==> config.mk <==
export PLATFORM = sky130hd
export DESIGN_NAME = drp_sequencer
export DESIGN_NICKNAME = d
export VERILOG_FILES = /design/src/rtl/drp_sequencer.sv
export SDC_FILE = /design/constraint.sdc
export NUM_CORES = 1
export LEC_CHECK = 0
export BUFFER_PORTS_ARGS = -buffer_cell sky130_fd_sc_hd__buf_2
export CORE_MARGIN = 5
export CORE_UTILIZATION = 45
export DETAILED_ROUTE_END_ITERATION = 12
export PLACE_DENSITY = 0.68
export SETUP_SLACK_MARGIN = 0.4
export SKIP_CTS_REPAIR_TIMING = 1
export SKIP_LAST_GASP = 1
export SYNTH_ARGS = -nofsm -noshare
export SYNTH_HDL_FRONTEND = slang
export SYNTH_SLANG_ARGS = --single-unit
==> constraint.sdc <==
create_clock -name clk -period 3.95 [get_ports clk]
set_input_delay 0.395 -clock clk [delete_from_list [all_inputs] [get_ports clk]]
set_output_delay 0.395 -clock clk [all_outputs]
set_load 0.03 [all_outputs]
==> src/rtl/drp_sequencer.sv <==
// ---------------------------------------------------------------------------
// drp_sequencer
//
// Purpose:
//   Serialises read, write and read-modify-write commands onto one of
//   NUM_PORTS DRP (dynamic reconfiguration port) slaves. Address and write
//   data buses are shared. Only the enable/write-enable of the selected port
//   is pulsed. Each DRP access is bounded by an optional wait-cycle timeout.
//   Every command, including an illegal one, gets exactly one response.
//
// Ports:
//   clk, rst     - clock (rising edge), asynchronous active-high reset
//   cmd_*        - command channel (valid/ready). op: 00 rd, 01 wr, 10 rmw,
//                  11 illegal. port/addr/data/mask are latched on accept.
//   rsp_*        - response channel (valid/ready) carrying read data + error
//   drp_addr/di  - shared DRP address / write data
//   drp_en/we    - per-port enable / write enable (one-cycle pulses)
//   drp_rdy/do   - per-port ready / read data (port i at [i*DW +: DW])
//   busy         - high whenever a command is in flight or awaiting response
//   err_count    - saturating count of error responses
// ---------------------------------------------------------------------------
module drp_sequencer #(
   parameter int  NUM_PORTS      = 1,
   parameter int  ADDR_WIDTH     = 9,
   parameter int  DATA_WIDTH     = 16,
   parameter int  TIMEOUT_CYCLES = 255,
   localparam int PW             = (NUM_PORTS > 1) ? $clog2(NUM_PORTS) : 1
) (
   input  logic                            clk,
   input  logic                            rst,
   input  logic                            cmd_valid,
   output logic                            cmd_ready,
   input  logic [1:0]                      cmd_op,
   input  logic [PW-1:0]                   cmd_port,
   input  logic [ADDR_WIDTH-1:0]           cmd_addr,
   input  logic [DATA_WIDTH-1:0]           cmd_data,
   input  logic [DATA_WIDTH-1:0]           cmd_mask,
   output logic                            rsp_valid,
   input  logic                            rsp_ready,
   output logic [DATA_WIDTH-1:0]           rsp_data,
   output logic                            rsp_err,
   output logic [ADDR_WIDTH-1:0]           drp_addr,
   output logic [DATA_WIDTH-1:0]           drp_di,
   output logic [NUM_PORTS-1:0]            drp_en,
   output logic [NUM_PORTS-1:0]            drp_we,
   input  logic [NUM_PORTS-1:0]            drp_rdy,
   input  logic [NUM_PORTS*DATA_WIDTH-1:0] drp_do,
   output logic                            busy,
   output logic [7:0]                      err_count
);

   // Counter just wide enough to reach TIMEOUT_CYCLES.
   localparam int            TW          = (TIMEOUT_CYCLES > 1) ? $clog2(TIMEOUT_CYCLES + 1) : 1;
   localparam logic [TW-1:0] TMO_LIMIT   = TW'(TIMEOUT_CYCLES);
   localparam logic          TMO_ENABLED = (TIMEOUT_CYCLES != 0);

   localparam logic [1:0] OP_WR  = 2'b01;
   localparam logic [1:0] OP_RMW = 2'b10;
   localparam logic [1:0] OP_ILL = 2'b11;

   typedef enum logic [2:0] {
      IDLE,
      RD_EN,
      RD_WAIT,
      WR_EN,
      WR_WAIT,
      RESP
   } state_t;

   state_t                  r_state;
   logic [1:0]              r_op;
   logic [PW-1:0]           r_port;
   logic [DATA_WIDTH-1:0]   r_data;
   logic [DATA_WIDTH-1:0]   r_mask;
   logic [DATA_WIDTH-1:0]   r_old;
   logic [TW-1:0]           r_tmo;
   logic                    r_cmd_ready;
   logic                    r_rsp_valid;
   logic [DATA_WIDTH-1:0]   r_rsp_data;
   logic                    r_rsp_err;
   logic [ADDR_WIDTH-1:0]   r_drp_addr;
   logic [DATA_WIDTH-1:0]   r_drp_di;
   logic [NUM_PORTS-1:0]    r_drp_en;
   logic [NUM_PORTS-1:0]    r_drp_we;
   logic                    r_busy;
   logic [7:0]              r_err_count;

   logic [NUM_PORTS-1:0]    w_cmd_onehot;
   logic [NUM_PORTS-1:0]    w_port_onehot;
   logic                    w_cmd_port_bad;
   logic                    w_rdy_sel;
   logic [DATA_WIDTH-1:0]   w_do_masked [NUM_PORTS];
   logic [DATA_WIDTH-1:0]   w_do_sel;
   logic [DATA_WIDTH-1:0]   w_rmw_val;
   logic [TW-1:0]           w_tmo_next;
   logic                    w_tmo_hit;
   logic [7:0]              w_err_count_inc;

   // One-hot decode of the incoming and the latched port number. A cmd_port
   // beyond NUM_PORTS-1 decodes to all zeros, which flags it as illegal.
   genvar gi;
   generate
      for (gi = 0; gi < NUM_PORTS; gi++) begin : g_port
         assign w_cmd_onehot[gi]  = (cmd_port == PW'(gi));
         assign w_port_onehot[gi] = (r_port == PW'(gi));
         assign w_do_masked[gi]   = drp_do[gi*DATA_WIDTH +: DATA_WIDTH]
                                    & {DATA_WIDTH{w_port_onehot[gi]}};
      end
   endgenerate

   assign w_cmd_port_bad = ~|w_cmd_onehot;
   // Only the selected port's ready is ever looked at.
   assign w_rdy_sel      = |(drp_rdy & w_port_onehot);

   always_comb begin
      w_do_sel = '0;
      for (int i = 0; i < NUM_PORTS; i++) begin
         w_do_sel = w_do_sel | w_do_masked[i];
      end
   end

   assign w_rmw_val       = (w_do_sel & ~r_mask) | (r_data & r_mask);
   assign w_tmo_next      = r_tmo + TW'(1);
   assign w_tmo_hit       = TMO_ENABLED && (w_tmo_next == TMO_LIMIT);
   assign w_err_count_inc = (r_err_count == 8'hFF) ? r_err_count : r_err_count + 8'd1;

   always_ff @(posedge clk or posedge rst) begin
      if (rst) begin
         r_state     <= IDLE;
         r_op        <= '0;
         r_port      <= '0;
         r_data      <= '0;
         r_mask      <= '0;
         r_old       <= '0;
         r_tmo       <= '0;
         r_cmd_ready <= 1'b0;
         r_rsp_valid <= 1'b0;
         r_rsp_data  <= '0;
         r_rsp_err   <= 1'b0;
         r_drp_addr  <= '0;
         r_drp_di    <= '0;
         r_drp_en    <= '0;
         r_drp_we    <= '0;
         r_busy      <= 1'b0;
         r_err_count <= '0;
      end else begin
         // Enables are single-cycle pulses; they are re-asserted only on
         // entry to an *_EN state below.
         r_drp_en <= '0;
         r_drp_we <= '0;

         case (r_state)
            IDLE: begin
               // Also raises cmd_ready on the first cycle after reset.
               r_cmd_ready <= 1'b1;
               if (cmd_valid && r_cmd_ready) begin
                  r_cmd_ready <= 1'b0;
                  r_busy      <= 1'b1;
                  r_op        <= cmd_op;
                  r_port      <= cmd_port;
                  r_data      <= cmd_data;
                  r_mask      <= cmd_mask;
                  r_tmo       <= '0;
                  if (cmd_op == OP_ILL || w_cmd_port_bad) begin
                     r_state     <= RESP;
                     r_rsp_valid <= 1'b1;
                     r_rsp_data  <= '0;
                     r_rsp_err   <= 1'b1;
                     r_err_count <= w_err_count_inc;
                  end else begin
                     r_drp_addr <= cmd_addr;
                     r_drp_en   <= w_cmd_onehot;
                     if (cmd_op == OP_WR) begin
                        r_state  <= WR_EN;
                        r_drp_we <= w_cmd_onehot;
                        r_drp_di <= cmd_data;
                     end else begin
                        r_state <= RD_EN;
                     end
                  end
               end
            end

            RD_EN: begin
               r_tmo   <= '0;
               r_state <= RD_WAIT;
            end

            RD_WAIT: begin
               if (w_rdy_sel) begin
                  r_old <= w_do_sel;
                  if (r_op == OP_RMW) begin
                     r_state  <= WR_EN;
                     r_drp_en <= w_port_onehot;
                     r_drp_we <= w_port_onehot;
                     r_drp_di <= w_rmw_val;
                  end else begin
                     r_state     <= RESP;
                     r_rsp_valid <= 1'b1;
                     r_rsp_data  <= w_do_sel;
                     r_rsp_err   <= 1'b0;
                  end
               end else begin
                  r_tmo <= w_tmo_next;
                  // A timed-out RMW read never reaches the write phase.
                  if (w_tmo_hit) begin
                     r_state     <= RESP;
                     r_rsp_valid <= 1'b1;
                     r_rsp_data  <= '0;
                     r_rsp_err   <= 1'b1;
                     r_err_count <= w_err_count_inc;
                  end
               end
            end

            WR_EN: begin
               r_tmo   <= '0;
               r_state <= WR_WAIT;
            end

            WR_WAIT: begin
               if (w_rdy_sel) begin
                  r_state     <= RESP;
                  r_rsp_valid <= 1'b1;
                  r_rsp_data  <= (r_op == OP_RMW) ? r_old : '0;
                  r_rsp_err   <= 1'b0;
               end else begin
                  r_tmo <= w_tmo_next;
                  if (w_tmo_hit) begin
                     r_state     <= RESP;
                     r_rsp_valid <= 1'b1;
                     r_rsp_data  <= '0;
                     r_rsp_err   <= 1'b1;
                     r_err_count <= w_err_count_inc;
                  end
               end
            end

            RESP: begin
               if (rsp_ready) begin
                  r_rsp_valid <= 1'b0;
                  r_cmd_ready <= 1'b1;
                  r_busy      <= 1'b0;
                  r_state     <= IDLE;
               end
            end

            default: begin
               r_state <= IDLE;
            end
         endcase
      end
   end

   assign cmd_ready = r_cmd_ready;
   assign rsp_valid = r_rsp_valid;
   assign rsp_data  = r_rsp_data;
   assign rsp_err   = r_rsp_err;
   assign drp_addr  = r_drp_addr;
   assign drp_di    = r_drp_di;
   assign drp_en    = r_drp_en;
   assign drp_we    = r_drp_we;
   assign busy      = r_busy;
   assign err_count = r_err_count;

endmodule

==> results of run 1 <==
[worst max-delay path, stage by stage (launching register included)]
cell     delay [ns]
dfrtp_1        0.63
nor2b_1        0.51
and4b_1        0.76
or2_1          0.58
a21oi_1        0.15
o31a_1         0.12
[cells in the mapped netlist, drive strengths merged, types with 2 or more instances]
library cell / number
clkbuf: 30
nor2b: 5
dfrtp: 117
nand3: 40
or2: 2
inv: 21
or3: 2
a211oi: 18
nor3: 7
a21oi: 22
nor3b: 4
nand4: 2
o22ai: 2
xor2: 3
nand2b: 4
a31oi: 5
nand2: 201
a21o: 2
o311ai: 16
a2bb2oi: 2
and4: 2
o21ai: 64
nor2: 12
buf: 8
mux2: 10
a2111oi: 2
ha: 3
xnor2: 9
[state kept, by name (all words and copies together), names as in the netlist, 3 cells and up]
name and count:
rsp_data 16, r_data 16, r_old 16, drp_addr 9, err_count 8, drp_di 16
r_state 3, r_tmo 8, r_mask 16
[per-stage QoR]
| stage | instance area (um^2) | util [%] |
|---|---|---|
| final | 6870 | 57.0 |
| after detailed placement | 6310 | 52.3 |
| after floorplan | 5570 | - |
| after global placement | 6310 | 52.3 |
| after CTS | 6870 | 57.0 |
| after global routing | 6870 | 57.0 |
[path summary, 6_finish.rpt]
path	cells past startpoint	slack [ns]	end	from
max reg2reg	5	1.06	rsp_err	r_port
max in group asynchronous	3	2.83	r_old[1]	rst
min	3	0.17	r_mask[6]	cmd_mask[6]
max	5	1.06	rsp_err	r_port
min reg2reg	2	0.47	r_data[12]	r_data[12]
min in group asynchronous	2	0.23	drp_di[13]	rst
[kinds of logic (layout without fill, tap and decap cells)]
family | count (synthesis) | in the layout | share of synthesized area, %
muxes | 10 | 10 | 2.02
xor gates and xnor gates | 12 | 12 | 1.89
buffers and inverters | 59 | 178 | 4.27
adders and majority gates | 3 | 3 | 0.674
AOI/OAI and AO/OA | 143 | 143 | 16.1
DFF | 117 | 117 | 52.6
and+or+nand+nor | 288 | 288 | 22.5
[layout make-up]
type	instances	share of cell area (%)
clock buffers	25	7.50
inverters	21	1.18
clock inverters	4	0.656
repair buffers	128	9.65
flip-flops and latches	117	42.6
multi-input cells	456	35.3
well taps	168	3.06
[power by group through the flow]
stage	sequential, W	clock (W)	combinational [W]
2_1_floorplan	0.00243	0	0.00110
3_3_place_gp	0.00209	0	0.00202
3_5_place_dp	0.00212	0	0.00206
4_1_cts	0.00210	0.00147	0.00207
5_1_grt	0.00218	0.00154	0.00229
6_report	0.00211	0.00144	0.00205
[per-layer routing]
layer  share of wire, %  wire (um)  vias to the layer above  track usage (%)
met1                 44       6200                     2401             26.7
met3                4.6        659                       21             4.76
met2                 50       7130                      142             33.6
li1                   -          -                     2392                -
met4                1.7        242                        0             8.05
met5                  0          0                        -                0
==> impl_results.md, run 1 <==
* # H-tree levels at 4
* Storage cell area at 2930 um^2
* Area leader, netlist: dfrtp_1
* Syn. warnings at 0
* Synthesized flop and latch total at 117
* Post-synth top area share at 52.6%
* CTS tree: done
* Drt first pass iters at 5
* Status: completed
* Placeable Area at 12100 um^2
* Flop pwr share at 37.7%
* Site Rows at 40
* Synth Flop Type: dfrtp_1
* CTS root buf: clkbuf_16
* Initial antenna violation count at 0
* Grt ovf at 0
* Final Worst Setup Slack at 1.06 ns
* HP Class: input port to register
* Worst hold slack at 0.173 ns
* Vias in the first global route at 4983
* Die width at 121 um
* Post-Syn Nets at 700
* Final wirelength at 14.2 mm
* Clock power share at 25.7%
* Die area at 14700 um^2
* Largest net degree at the start of global routing at 85
* Tcrit/Tclk final at 73.1%
* Net Sw Power at 0.00230 W
* Drt wl/cell at 15.5 um
* Synthesized area at 5570 um^2
* Max cap viols at 0
* Pre-CTS setup slack at 1.13 ns
* Clock Tree Buf Depth at 2
* DRT antenna net count at 0
* Crit path DAT at 3.17 ns
* Period minus WS final at 2.89 ns
* Vias after detailed routing at 4956
* RSZ-0062 raised after global routing: false
* Setup TNS at 0 ns
* Slew Viols, Final at 0
* Slew headroom at 31.0%
* P&R area growth vs syn at 23.3%
* Post-synth EDFFs at 0
* Sequential fraction of the synthesis area at 52.6%
* Num ports at 120
* TritonCTS Buffers at 17
* Register clock-pin slew on the reported worst setup and hold paths at 0.05 ns
* First-pass GRT wire length at 24.2 mm
* Syn_area_per_cell at 8.81 um^2
* Final setup fails at 0
* Finished Layout Cells at 919
* Drt drc at 0
* Crit path required time at 4.23 ns
* All-layer global routing usage at 20.6%
* P_int at 0.00330 W
* Multi-input gate area at 2430 um^2
* Fin nets at 809
* Via-to-Cell Ratio at 5.39
* Worst-margin pin slew at 1.04 ns
* Dpl cells at 890
* Skew final at 0.00725 ns
* Gate power share at 36.5%
* Share of layout cells above drive strength 1 at 23.4%
* GPL Wtd Cong at 0.856
* Post-synth cell types at 54
* PortBufs at 119
* Worst-Skew Late Latency at 0.40 ns
* PnR Total Power at 0.00560 W
* Max frequency at 346 MHz
* Max IR drop VDD at 0.000346 V
* Startpoint Class: register
* Cell leakage power at 3.36 nW
* # diodes at 0
* Power per cell area at 815 nW/um^2
* Fillers at 1059
* Cell count after synthesis at 632
* Max FO, Critical Path at 20
* Crit Path Class: register to register
* Top cells by area, synth: dfrtp_1, nand2_1, o21ai_0, nand3_1, o311ai_0
* Final HPWL DP at 9.94 mm
* Async S/R FF share, synth at 100%
* CP endpoint kind: register
* Starting Density at 46.2%
* Clock Sinks at 117
* Initial DRC count at 491
* Die Height at 121 um
* Commonest cells after routing, fill and taps aside: nand2_1, buf_2, dfrtp_1, o21ai_0, nand3_1
* Final hold violation count at 0
* Most common cell after layout, fill and taps aside: nand2_1
* Sw frac at 41.1%
Power figures use the tool's default switching activity.
==> run 2, diff against run 1 <==
clock period = 2.81 ns   (was 3.95 ns; I/O delays follow)
==> impl_results.md, run 2 (synthesis gave the netlist of run 1 again) <==
* Slew headroom at 53.4%
* Initial antenna violation count at 0
* Fillers at 1116
* Vias after detailed routing at 4965
* Placeable Area at 12100 um^2
* Failing checks: hold timing
* Starting Density at 46.2%
* Final hold violation count at 28
* Num ports at 120
* Share of layout cells above drive strength 1 at 24.0%
* Finished Layout Cells at 927
* Power per cell area at 1150 nW/um^2
* Max IR drop VDD at 0.000466 V
* Clock power share at 26.1%
* DRT antenna net count at 0
* Cell leakage power at 3.39 nW
* Register clock-pin slew on the reported worst setup and hold paths at 0.05 ns
* Net Sw Power at 0.00326 W
* PnR Total Power at 0.00798 W
* Startpoint Class: register
* Skew final at 0.00836 ns
* PortBufs at 119
* Tcrit/Tclk final at 78.8%
* RSZ-0062 raised after global routing: false
* GPL Wtd Cong at 0.849
* Clock Tree Buf Depth at 2
* Site Rows at 40
* R2r setup slk at 0.60 ns
* Multi-input gate area at 2430 um^2
* Drt wl/cell at 15.5 um
* Largest net degree at the start of global routing at 90
* Fin nets at 814
* Final setup fails at 0
* FF-to-FF path depth at 7
* P&R area growth vs syn at 24.7%
* Max FO, Critical Path at 17
* Most common cell after layout, fill and taps aside: nand2_1
* Clock Sinks at 117
* # diodes at 0
* First-pass GRT wire length at 23.9 mm
* Pre-CTS setup slack at 0.534 ns
* Final Worst Setup Slack at 0.596 ns
* Worst-margin pin slew at 0.699 ns
* P_int at 0.00472 W
* Storage cell area at 2930 um^2
* Die Height at 121 um
* CP endpoint kind: register
* Worst hold slack at -0.0337 ns
* Commonest cells after routing, fill and taps aside: nand2_1, buf_2, dfrtp_1, o21ai_0, nand3_1
* Sw frac at 40.8%
* CTS root buf: clkbuf_16
* Worst-Skew Late Latency at 0.41 ns
* Flop pwr share at 36.6%
* Reg-to-reg startpoint: r_tmo[0]
* Max cap viols at 0
* Initial DRC count at 378
* Final HPWL DP at 10.0 mm
* R2r endpoint: rsp_data[6]
* Drt drc at 0
* HP Class: input port to asynchronous set/reset pin
* Setup TNS at 0 ns
* # H-tree levels at 4
* Dpl cells at 895
* Die area at 14700 um^2
* Gate power share at 37.3%
* Final wirelength at 14.4 mm
* Period minus WS final at 2.21 ns
* Via-to-Cell Ratio at 5.36
* Grt ovf at 0
* Drt first pass iters at 5
* Vias in the first global route at 4859
* Status: complete, but fails checks
* Die width at 121 um
* Crit path DAT at 2.49 ns
* All-layer global routing usage at 20.5%
* Crit path required time at 3.09 ns
* TritonCTS Buffers at 17
* Max frequency at 452 MHz
* CTS tree: done
* Slew Viols, Final at 0
* Core Util, Final at 57.6%
* Crit Path Class: register to register
## run 2: worst max-delay path by stage
stage | start | depth (start not counted) | end | slack [ns]
final | r_tmo[0] | 7 | rsp_data[6] | 0.60
after global routing | r_tmo[0] | 7 | rsp_data[13] | 0.42
after CTS | r_state[2] | 5 | err_count[1] | 0.52
after detailed placement | r_state[2] | 5 | err_count[1] | 0.53
after global placement | r_state[2] | 5 | err_count[4] | 0.64
after floorplan | err_count[0] | 6 | err_count[4] | 0.87
## run 2: metal layers
metal / up-vias / track usage [%] / wire [um] / part of all wire (%)
met5: - / 0 / 0 / 0
met4: 0 / 7.63 / 219 / 1.5
met3: 20 / 4.76 / 724 / 5.0
met2: 150 / 34.2 / 7280 / 51
met1: 2397 / 26.0 / 6170 / 43
li1: 2398 / - / - / -
## run 2: area by class of cell
cell class / count / area share, %
Inverter: 21 / 1.19
Clock inverter: 2 / 0.504
Tap cell: 168 / 3.03
Timing Repair Buffer: 133 / 10.3
Multi-Input combinational cell: 456 / 35.0
Sequential cell: 117 / 42.2
Clock buffer: 30 / 7.84
## run 2: through the flow
stage / instance area (um^2) / hold slack [ns]
CTS: 6940 / -0.0185
global placement: 6360 / 0.399
floorplan: 5570 / 0.386
global route: 6950 / 0.0225
detailed placement: 6360 / 0.415
finish: 6950 / -0.0337
## run 2: worst max-delay path: stages (launching register included)
cell      delay (ns)
dfrtp_1         0.44
ha_1            0.26
nand3_1         0.18
xor2_1          0.22
a211oi_4        0.45
and2_0          0.19
buf_4           0.20
o21ai_0         0.13
## run 2: power by group through the flow
stage	sequential, W	combinational, W	clock, W
2_1_floorplan	0.00342	0.00155	0
3_3_place_gp	0.00288	0.00290	0
3_5_place_dp	0.00293	0.00298	0
4_1_cts	0.00291	0.00300	0.00212
5_1_grt	0.00301	0.00329	0.00220
6_report	0.00292	0.00297	0.00209
